**src/rtl/instr_loader.sv**
```systemverilog
// Instruction loader: streams words into instruction memory, then sequences CPU reset and a run window.
// Optional LOADER_WRAP_EN: words past DEPTH wrap and overwrite from address 0 instead of being dropped.
module instr_loader #(
   parameter int unsigned DATA_W     = 32,
   parameter int unsigned DEPTH      = 16,
   parameter int unsigned ADDR_W     = 4,
   parameter int unsigned RST_CYCLES = 2,
   parameter int unsigned RUN_CYCLES = 10
) (
   input  logic              clk,
   input  logic              Reset,
   input  logic              LoadInstructions,
   input  logic [DATA_W-1:0] Instruction,
   output logic              imem_we,
   output logic [ADDR_W-1:0] imem_waddr,
   output logic [DATA_W-1:0] imem_wdata,
   output logic              cpu_reset,
   output logic              run,
   output logic              done,
   output logic [ADDR_W:0]   count,
   output logic              overflow
);

   localparam int unsigned MAX_CYC = (RST_CYCLES > RUN_CYCLES) ? RST_CYCLES : RUN_CYCLES;
   localparam int unsigned CYC_W   = $clog2(MAX_CYC + 1);

   localparam logic [ADDR_W:0]  FULL     = (ADDR_W+1)'(DEPTH);
   localparam logic [CYC_W-1:0] RST_LAST = CYC_W'(RST_CYCLES - 1);
   localparam logic [CYC_W-1:0] RUN_LAST = CYC_W'(RUN_CYCLES - 1);

   typedef enum logic [2:0] {
      S_IDLE,
      S_LOAD,
      S_CPURST,
      S_RUN,
      S_DONE
   } state_t;

   state_t             state;
   logic [ADDR_W-1:0]  wptr;
   logic [CYC_W-1:0]   cyc;

   // A new load may begin from any state except LOAD itself; it aborts a pending sequence.
   logic start_c;
   assign start_c = LoadInstructions && (state != S_LOAD);

   always_ff @(posedge clk) begin
      if (!Reset) begin
         state      <= S_IDLE;
         wptr       <= '0;
         cyc        <= '0;
         imem_we    <= 1'b0;
         imem_waddr <= '0;
         imem_wdata <= '0;
         cpu_reset  <= 1'b1;
         run        <= 1'b0;
         done       <= 1'b0;
         count      <= '0;
         overflow   <= 1'b0;
      end else begin
         imem_we <= 1'b0;
         if (start_c) begin
            // First word of a fresh load lands at address 0.
            state      <= S_LOAD;
            imem_we    <= 1'b1;
            imem_waddr <= '0;
            imem_wdata <= Instruction;
            wptr       <= ADDR_W'(1);
            count      <= (ADDR_W+1)'(1);
            overflow   <= 1'b0;
            cpu_reset  <= 1'b1;
            run        <= 1'b0;
            done       <= 1'b0;
            cyc        <= '0;
         end else begin
            case (state)
               S_LOAD: begin
                  if (LoadInstructions) begin
                     if (count == FULL) begin
                        overflow <= 1'b1;
`ifdef LOADER_WRAP_EN
                        imem_we    <= 1'b1;
                        imem_waddr <= wptr;
                        imem_wdata <= Instruction;
                        wptr       <= wptr + ADDR_W'(1);
`else
                        imem_we    <= 1'b0;
`endif
                     end else begin
                        imem_we    <= 1'b1;
                        imem_waddr <= wptr;
                        imem_wdata <= Instruction;
                        wptr       <= wptr + ADDR_W'(1);
                        count      <= count + (ADDR_W+1)'(1);
                     end
                  end else begin
                     state <= S_CPURST;
                     cyc   <= '0;
                  end
               end
               S_CPURST: begin
                  if (cyc == RST_LAST) begin
                     state     <= S_RUN;
                     cyc       <= '0;
                     cpu_reset <= 1'b0;
                     run       <= 1'b1;
                  end else begin
                     cyc <= cyc + CYC_W'(1);
                  end
               end
               S_RUN: begin
                  if (cyc == RUN_LAST) begin
                     state <= S_DONE;
                     cyc   <= '0;
                     run   <= 1'b0;
                     done  <= 1'b1;
                  end else begin
                     cyc <= cyc + CYC_W'(1);
                  end
               end
               S_IDLE, S_DONE: begin
                  state <= state;
               end
               default: begin
                  state <= S_IDLE;
               end
            endcase
         end
      end
   end

endmodule

```
**config.mk**
```make
export PLATFORM = sky130hd
export DESIGN_NAME = instr_loader
export DESIGN_NICKNAME = d
export VERILOG_FILES = /design/src/rtl/instr_loader.sv
export SDC_FILE = /design/constraint.sdc
export NUM_CORES = 1
export LEC_CHECK = 0
export ABC_AREA = 1
export BUFFER_PORTS_ARGS = -buffer_cell sky130_fd_sc_hd__buf_2
export CAP_MARGIN = 20
export CORE_ASPECT_RATIO = 1.1
export CORE_UTILIZATION = 44
export DETAILED_ROUTE_END_ITERATION = 16
export GPL_ROUTABILITY_DRIVEN = 0
export PLACE_DENSITY = 0.75
export SETUP_SLACK_MARGIN = 0.05
export SLEW_MARGIN = 20
export SYNTH_ARGS = -nofsm -noshare
export SYNTH_HDL_FRONTEND = slang
export SYNTH_SLANG_ARGS = --single-unit
```
**constraint.sdc**
```tcl
create_clock -name clk -period 1.3 [get_ports clk]
set_input_delay 0.065 -clock clk [delete_from_list [all_inputs] [get_ports clk]]
set_output_delay 0.065 -clock clk [all_outputs]
set_load 0.01 [all_outputs]
```
==> results of run 1 <==
[per-stage QoR]
step                      instance area (um^2)   util  TNS, ns
after global routing                      3910  0.776    -2.25
after global placement                    2860  0.567        0
after floorplan                           2340      -        0
final                                     3910  0.776   -0.244
after detailed placement                  2860  0.567   -0.146
after CTS                                 3390  0.673        0
[final cells by class]
class | count | area (um^2) | area share
diodes | 1 | 2.50 | 0.000640
clock buffers | 13 | 159 | 0.0407
clock inverters | 3 | 15.0 | 0.00384
inverters | 20 | 92.6 | 0.0237
multi-input cells | 205 | 1360 | 0.347
flip-flops and latches | 57 | 1150 | 0.295
well taps | 58 | 72.6 | 0.0186
repair buffers | 141 | 1060 | 0.271
[cells by family (layout without fill, tap and decap cells)]
| kind of cell | Yosys count | count (layout) |
|---|---|---|
| adder cells (fa/ha/maj) | 5 | 5 |
| buffers and inverters | 32 | 177 |
| XOR/XNOR | 7 | 7 |
| AND/OR/NAND/NOR | 133 | 134 |
| AO/OA/AOI/OAI | 59 | 59 |
| flip-flops | 57 | 57 |
| other | 0 | 1 |
[flip-flops by register name (all words and copies together), names as in the netlist]
signal and count:
imem_we 1, overflow 1, run 1, imem_waddr 4, wptr 4, imem_wdata 32, done 1, state 3
cyc 4, count 5, cpu_reset 1
[per-layer routing]
| layer | global-route usage | share of wire | vias up |
|---|---|---|---|
| met5 | 0 | 0 | - |
| met4 | 0.104 | 0.019 | 0 |
| met3 | 0.0558 | 0.057 | 14 |
| met2 | 0.368 | 0.52 | 81 |
| met1 | 0.272 | 0.40 | 1172 |
| li1 | - | - | 1239 |
[power by group through the flow]
| stage | combinational (mW) | clock [mW] | sequential (mW) |
|---|---|---|---|
| 6_report | 0.899 | 1.47 | 1.94 |
| 5_1_grt | 0.973 | 1.55 | 1.94 |
| 3_3_place_gp | 0.553 | 0 | 1.95 |
| 3_5_place_dp | 0.564 | 0 | 1.95 |
| 2_1_floorplan | 0.294 | 0 | 1.99 |
| 4_1_cts | 0.662 | 1.47 | 1.92 |
[timing repair]
action,CTS,global route
cloned,1,7
resized for setup,37,95
endpoints found under the setup margin,41,57
buffers inserted,0,7
hold buffers,32,0
hold endpoints to repair,32,0
pin swaps,4,14
[how the worst max path moves through the flow]
stage,startpoint,endpoint,slack [ns],depth (start not counted)
6_report,count[0],imem_wdata[7],-0.04,8
5_1_grt,count[0],imem_wdata[7],-0.11,9
4_1_cts,count[0],imem_wdata[12],0.02,8
3_5_place_dp,count[0],imem_wdata[2],-0.03,8
3_3_place_gp,count[0],imem_wdata[18],0.05,8
2_1_floorplan,count[0],imem_wdata[14],0.04,9
[placed cells by master, fill, tap and decap left out, types with 12 or more instances in the layout]
master,n
dlygate4sd3_1,32
o21ai_1,15
dfxtp_1,50
buf_2,80
nor2_2,24
inv_1,12
nand2_1,23
nor2_4,15
o21ai_2,19
buf_4,19
nor2_1,45
[critical path, cell delays in order, from the launching register on]
cell	delay, ns
dfxtp_4	0.35
inv_4	0.06
ha_4	0.13
nand3_4	0.07
nand2_4	0.11
nand2_8	0.09
buf_6	0.16
o21ai_1	0.17
nor2_1	0.06
==> results.sh, run 1 <==
export IMPL_status="finished with violations"
export IMPL_violations="setup timing"
export IMPL_dp_hpwl_mm=3.48
export IMPL_die_area_um2=5540
export IMPL_hold_ws_ns=0.159
export IMPL_antenna_found_initial=1
export IMPL_cts_buffers=9
export IMPL_final_antenna_net_count=0
export IMPL_dr_first_iter_drc_count=120
export IMPL_dp_cells=434
export IMPL_finalClockSkew_ns=0.00885
export IMPL_synth_top_area_frac=0.494
export IMPL_holdPathEnd="wptr[0]"
export IMPL_synth_top_family_by_area="simple AND/OR/NAND/NOR gates"
export IMPL_async_flop_share=0
export IMPL_synth_nets=333
export IMPL_r2r_start="count[0]"
export IMPL_max_freq_ghz=0.747
export IMPL_ys_seq_area_frac=0.494
export IMPL_r2r_end="imem_wdata[7]"
export IMPL_die_h_um=78.0
export IMPL_synthSimpleGateAreaFrac=0.241
export IMPL_clk_pin_slew_ns=0.06
export IMPL_fin_crit_ns=1.34
export IMPL_end_kind="register"
export IMPL_drc_errors=0
export IMPL_worst_ir_drop_vdd_mv=0.847
export IMPL_seq_power_share=0.449
export IMPL_cts_max_level=3
export IMPL_synth_area_um2=2310
export IMPL_finalNonFillerCells=498
export IMPL_wirelength_mm=7.05
export IMPL_grt_max_degree=34
export IMPL_grt_use_total=0.223
export IMPL_yosys_area_share_xor_xnor=0.0265
export IMPL_clkPwrFrac=0.342
export IMPL_wl_per_cell_um=14.2
export IMPL_powerDensity_nw_per_um2=1100
export IMPL_hold_path_depth=3
export IMPL_r2r_cells=8
export IMPL_path_class="reg -> reg"
export IMPL_io_pins=81
export IMPL_yosys_area_share_adder=0.0271
export IMPL_switching_share=0.286
export IMPL_cp_start_kind="register"
export IMPL_synthTopCellsByArea="dfxtp_1, nor2_1, o21ai_0"
export IMPL_cp_max_fo=8
export IMPL_grt_pass1_vias=2249
export IMPL_synth_main_ff_cell="dfxtp_1"
export IMPL_r2r_slack_ns=-0.04
export IMPL_yosysWarningCount=0
export IMPL_clockBufferDepth=2
export IMPL_postSynthAreaPerCell_um2=7.88
export IMPL_synth_compound_area_frac=0.140
export IMPL_fin_nets=474
export IMPL_chipWidth_um=71.1
export IMPL_grt_overflow=0
export IMPL_switching_power_mw=1.23
export IMPL_start_util=0.459
export IMPL_port_buffers=80
export IMPL_clkSinkCount=57
export IMPL_synth_seq_cells=57
export IMPL_maxSlewViolCount=0
export IMPL_first_pass_iters=6
export IMPL_area_growth_pct=69.2
export IMPL_rsz0062_at_grt="yes"
export IMPL_drive_above_1_share=0.510
export IMPL_cts_tree="yes"
export IMPL_grt_pass1_wl_mm=9.80
export IMPL_tightest_slew_ns=0.420
export IMPL_min_delay_start="LoadInstructions"
export IMPL_leakage_nw=1.76
export IMPL_final_fill_count=292
export IMPL_setup_viol=15
export IMPL_synth_most_common_cell="nor2_1"
export IMPL_cts_root_buf="clkbuf_8"
export IMPL_core_area_um2=5030
export IMPL_post_place_ws_ns=-0.0289
export IMPL_synthMuxAreaShare=0
export IMPL_synth_edf_count=0
export IMPL_synthDistinctLibCells=28
export IMPL_clock_latency_ns=0.33
export IMPL_vias=2506
export IMPL_p_total_mw=4.31
export IMPL_cap_violations=0
export IMPL_internal_power_mw=3.08
export IMPL_min_period_over_period=1.03
export IMPL_yosys_top_cells_count="nor2_1, dfxtp_1, o21ai_0"
export IMPL_setup_slack_ns=-0.0386
export IMPL_rows=27
export IMPL_worstPathArrival_ns=1.56
export IMPL_hold_violations=0
export IMPL_hold_class="in -> reg"
export IMPL_synth_top_area_cell="dfxtp_1"
export IMPL_relSlewSlack=0.720
export IMPL_synthCells=293
export IMPL_crit_required_ns=1.52
export IMPL_post_drt_via_cell_ratio=5.03
export IMPL_comb_power_share=0.209
Power figures use the tool's default switching activity.
==> run 2: changes to the inputs <==
--- a/config.mk
+++ b/config.mk
@@ -8,7 +8,6 @@
 export ABC_AREA = 1
 export BUFFER_PORTS_ARGS = -buffer_cell sky130_fd_sc_hd__buf_2
 export CAP_MARGIN = 20
-export CORE_ASPECT_RATIO = 1.1
 export CORE_UTILIZATION = 44
 export DETAILED_ROUTE_END_ITERATION = 16
 export GPL_ROUTABILITY_DRIVEN = 0
==> constraint.sdc (replaced) <==
create_clock -name clk -period 1.2 [get_ports clk]
set_input_delay 0.06 -clock clk [delete_from_list [all_inputs] [get_ports clk]]
set_output_delay 0.06 -clock clk [all_outputs]
set_load 0.01 [all_outputs]
==> run 2 against run 1 <==
The flow still finishes with violations (setup timing). Flip-flop and latch count unchanged. Wire length grew 12%. Combinational power up 17%. Critical path depth down 2. Register-to-register slack got worse by 0.13 ns. Worst setup slack got worse by 0.13 ns. Critical endpoint is now state[0]. Largest cell class unchanged. Largest power group is now the clock network.
==> results.sh, run 2 (synthesis results as in run 1) <==
export IMPL_die_h_um=74.5
export IMPL_reg_top3="imem_wdata (32), count (5)"
export IMPL_tightest_slew_ns=0.420
export IMPL_clkSinkCount=57
export IMPL_path_buf_inv=0
export IMPL_crit_required_ns=1.41
export IMPL_worst_ir_drop_vdd_mv=1.03
export IMPL_largest_reg_flops=32
export IMPL_io_pins=81
export IMPL_cts_max_level=3
export IMPL_cp_max_fo=5
export IMPL_start_util=0.455
export IMPL_min_period_over_period=1.14
export IMPL_layout_common_cells="buf_2, nor2_1, dfxtp_1, dlygate4sd3_1, nor2_2"
export IMPL_clockBufferDepth=2
export IMPL_maxSlewViolCount=0
export IMPL_end_kind="register"
export IMPL_dp_hpwl_mm=3.67
export IMPL_violations="setup timing"
export IMPL_first_pass_iters=4
export IMPL_grt_overflow=0
export IMPL_powerDensity_nw_per_um2=1310
export IMPL_status="finished with violations"
export IMPL_grt_use_total=0.254
export IMPL_area_growth_pct=81.2
export IMPL_leakage_nw=1.88
export IMPL_grt_max_degree=34
export IMPL_post_drt_via_cell_ratio=5.08
export IMPL_vias=2601
export IMPL_final_antenna_net_count=0
export IMPL_final_common_cell="buf_2"
export IMPL_fin_crit_ns=1.37
export IMPL_antenna_found_initial=0
export IMPL_setup_viol=54
export IMPL_path_class="reg -> reg"
export IMPL_grt_pass1_wl_mm=10.5
export IMPL_worstPathArrival_ns=1.58
export IMPL_cts_tree="yes"
export IMPL_drc_errors=0
export IMPL_drive_above_1_share=0.550
export IMPL_setup_slack_ns=-0.171
export IMPL_clock_latency_ns=0.34
export IMPL_cts_buffers=9
export IMPL_cap_violations=0
export IMPL_stdcell_area_um2=4190
export IMPL_cp_common_cell="nand2_4"
export IMPL_die_area_um2=5540
export IMPL_cts_root_buf="clkbuf_8"
export IMPL_fin_tns_setup_ns=-4.70
export IMPL_placed_area_um2=2960
export IMPL_chipWidth_um=74.5
export IMPL_relSlewSlack=0.720
export IMPL_port_buffers=80
export IMPL_grt_pass1_vias=2317
export IMPL_antenna_cells=0
export IMPL_post_place_ws_ns=-0.140
export IMPL_cp_top_family="simple AND/OR/NAND/NOR gates"
export IMPL_hold_class="in -> reg"
export IMPL_fin_nets=477
export IMPL_rows=26
export IMPL_clk_pin_slew_ns=0.07
export IMPL_finalClockSkew_ns=0.00559
export IMPL_core_area_um2=5070
export IMPL_wl_per_cell_um=15.5
export IMPL_wirelength_mm=7.93
export IMPL_regMostFlops="imem_wdata"
export IMPL_dr_first_iter_drc_count=138
export IMPL_cpPeakStageDelay_ns=0.37
export IMPL_crit_chain="nor2_1 -> nand2_4 -> nand2_4 -> nand2_4 -> o21bai_1 -> a21oi_1"
export IMPL_hold_violations=0
export IMPL_final_fill_count=273
export IMPL_rsz0062_at_grt="yes"
export IMPL_cp_slowest_cell="dfxtp_1"
export IMPL_cp_start_kind="register"
export IMPL_max_freq_ghz=0.729
## run 2: power by group
group	total [mW]	internal (mW)	switching, mW
combinational	1.05	0.498	0.554
clock	2.35	1.55	0.798
sequential	2.09	2.01	0.0870
## run 2: layout make-up
class,count,area (um^2),area share
clock buffers,12,165,0.0395
clock inverters,4,97.6,0.0233
inverters,20,110,0.0263
multi-input cells,205,1460,0.350
flip-flops and latches,57,1160,0.277
well taps,70,87.6,0.0209
repair buffers,144,1100,0.263
## run 2: path summary, 6_finish.rpt
kind | startpoint | to | slack [ns] | depth (start not counted)
max reg2reg | cyc[3] | state[0] | -0.17 | 6
max | cyc[3] | state[0] | -0.17 | 6
min | Reset | imem_we | 0.12 | 3
min reg2reg | cpu_reset | cpu_reset | 0.44 | 2
## run 2: repair_timing
action                                 in CTS  in global routing
gates resized for setup                    53                 96
gates cloned                                3                  0
setup buffers                               2                  7
hold buffers                               32                  0
pin swaps                                  10                 24
setup endpoints to repair                  56                 57
endpoints found under the hold margin      32                  0
## run 2: layer usage
metal / wire length (um) / GRT usage / vias up
li1: - / - / 1238
met1: 3150 / 0.308 / 1244
met2: 4140 / 0.412 / 100
met3: 433 / 0.0691 / 19
met4: 203 / 0.130 / 0
met5: 0 / 0 / -
## run 2: worst min-delay path, stage by stage
cell and delay (ns):
buf_2 0.09, inv_1 0.15, nor2_1 0.13
## run 2: stage by stage
stage	std cells	power [mW]	hold slack, ns	util
final	512	5.49	0.122	0.825
after floorplan	293	2.49	0.176	-
after CTS	506	5.28	0.101	0.745
after detailed placement	453	2.77	0.288	0.584
after global placement	453	2.75	0.263	0.584
after global routing	512	5.67	0.122	0.825
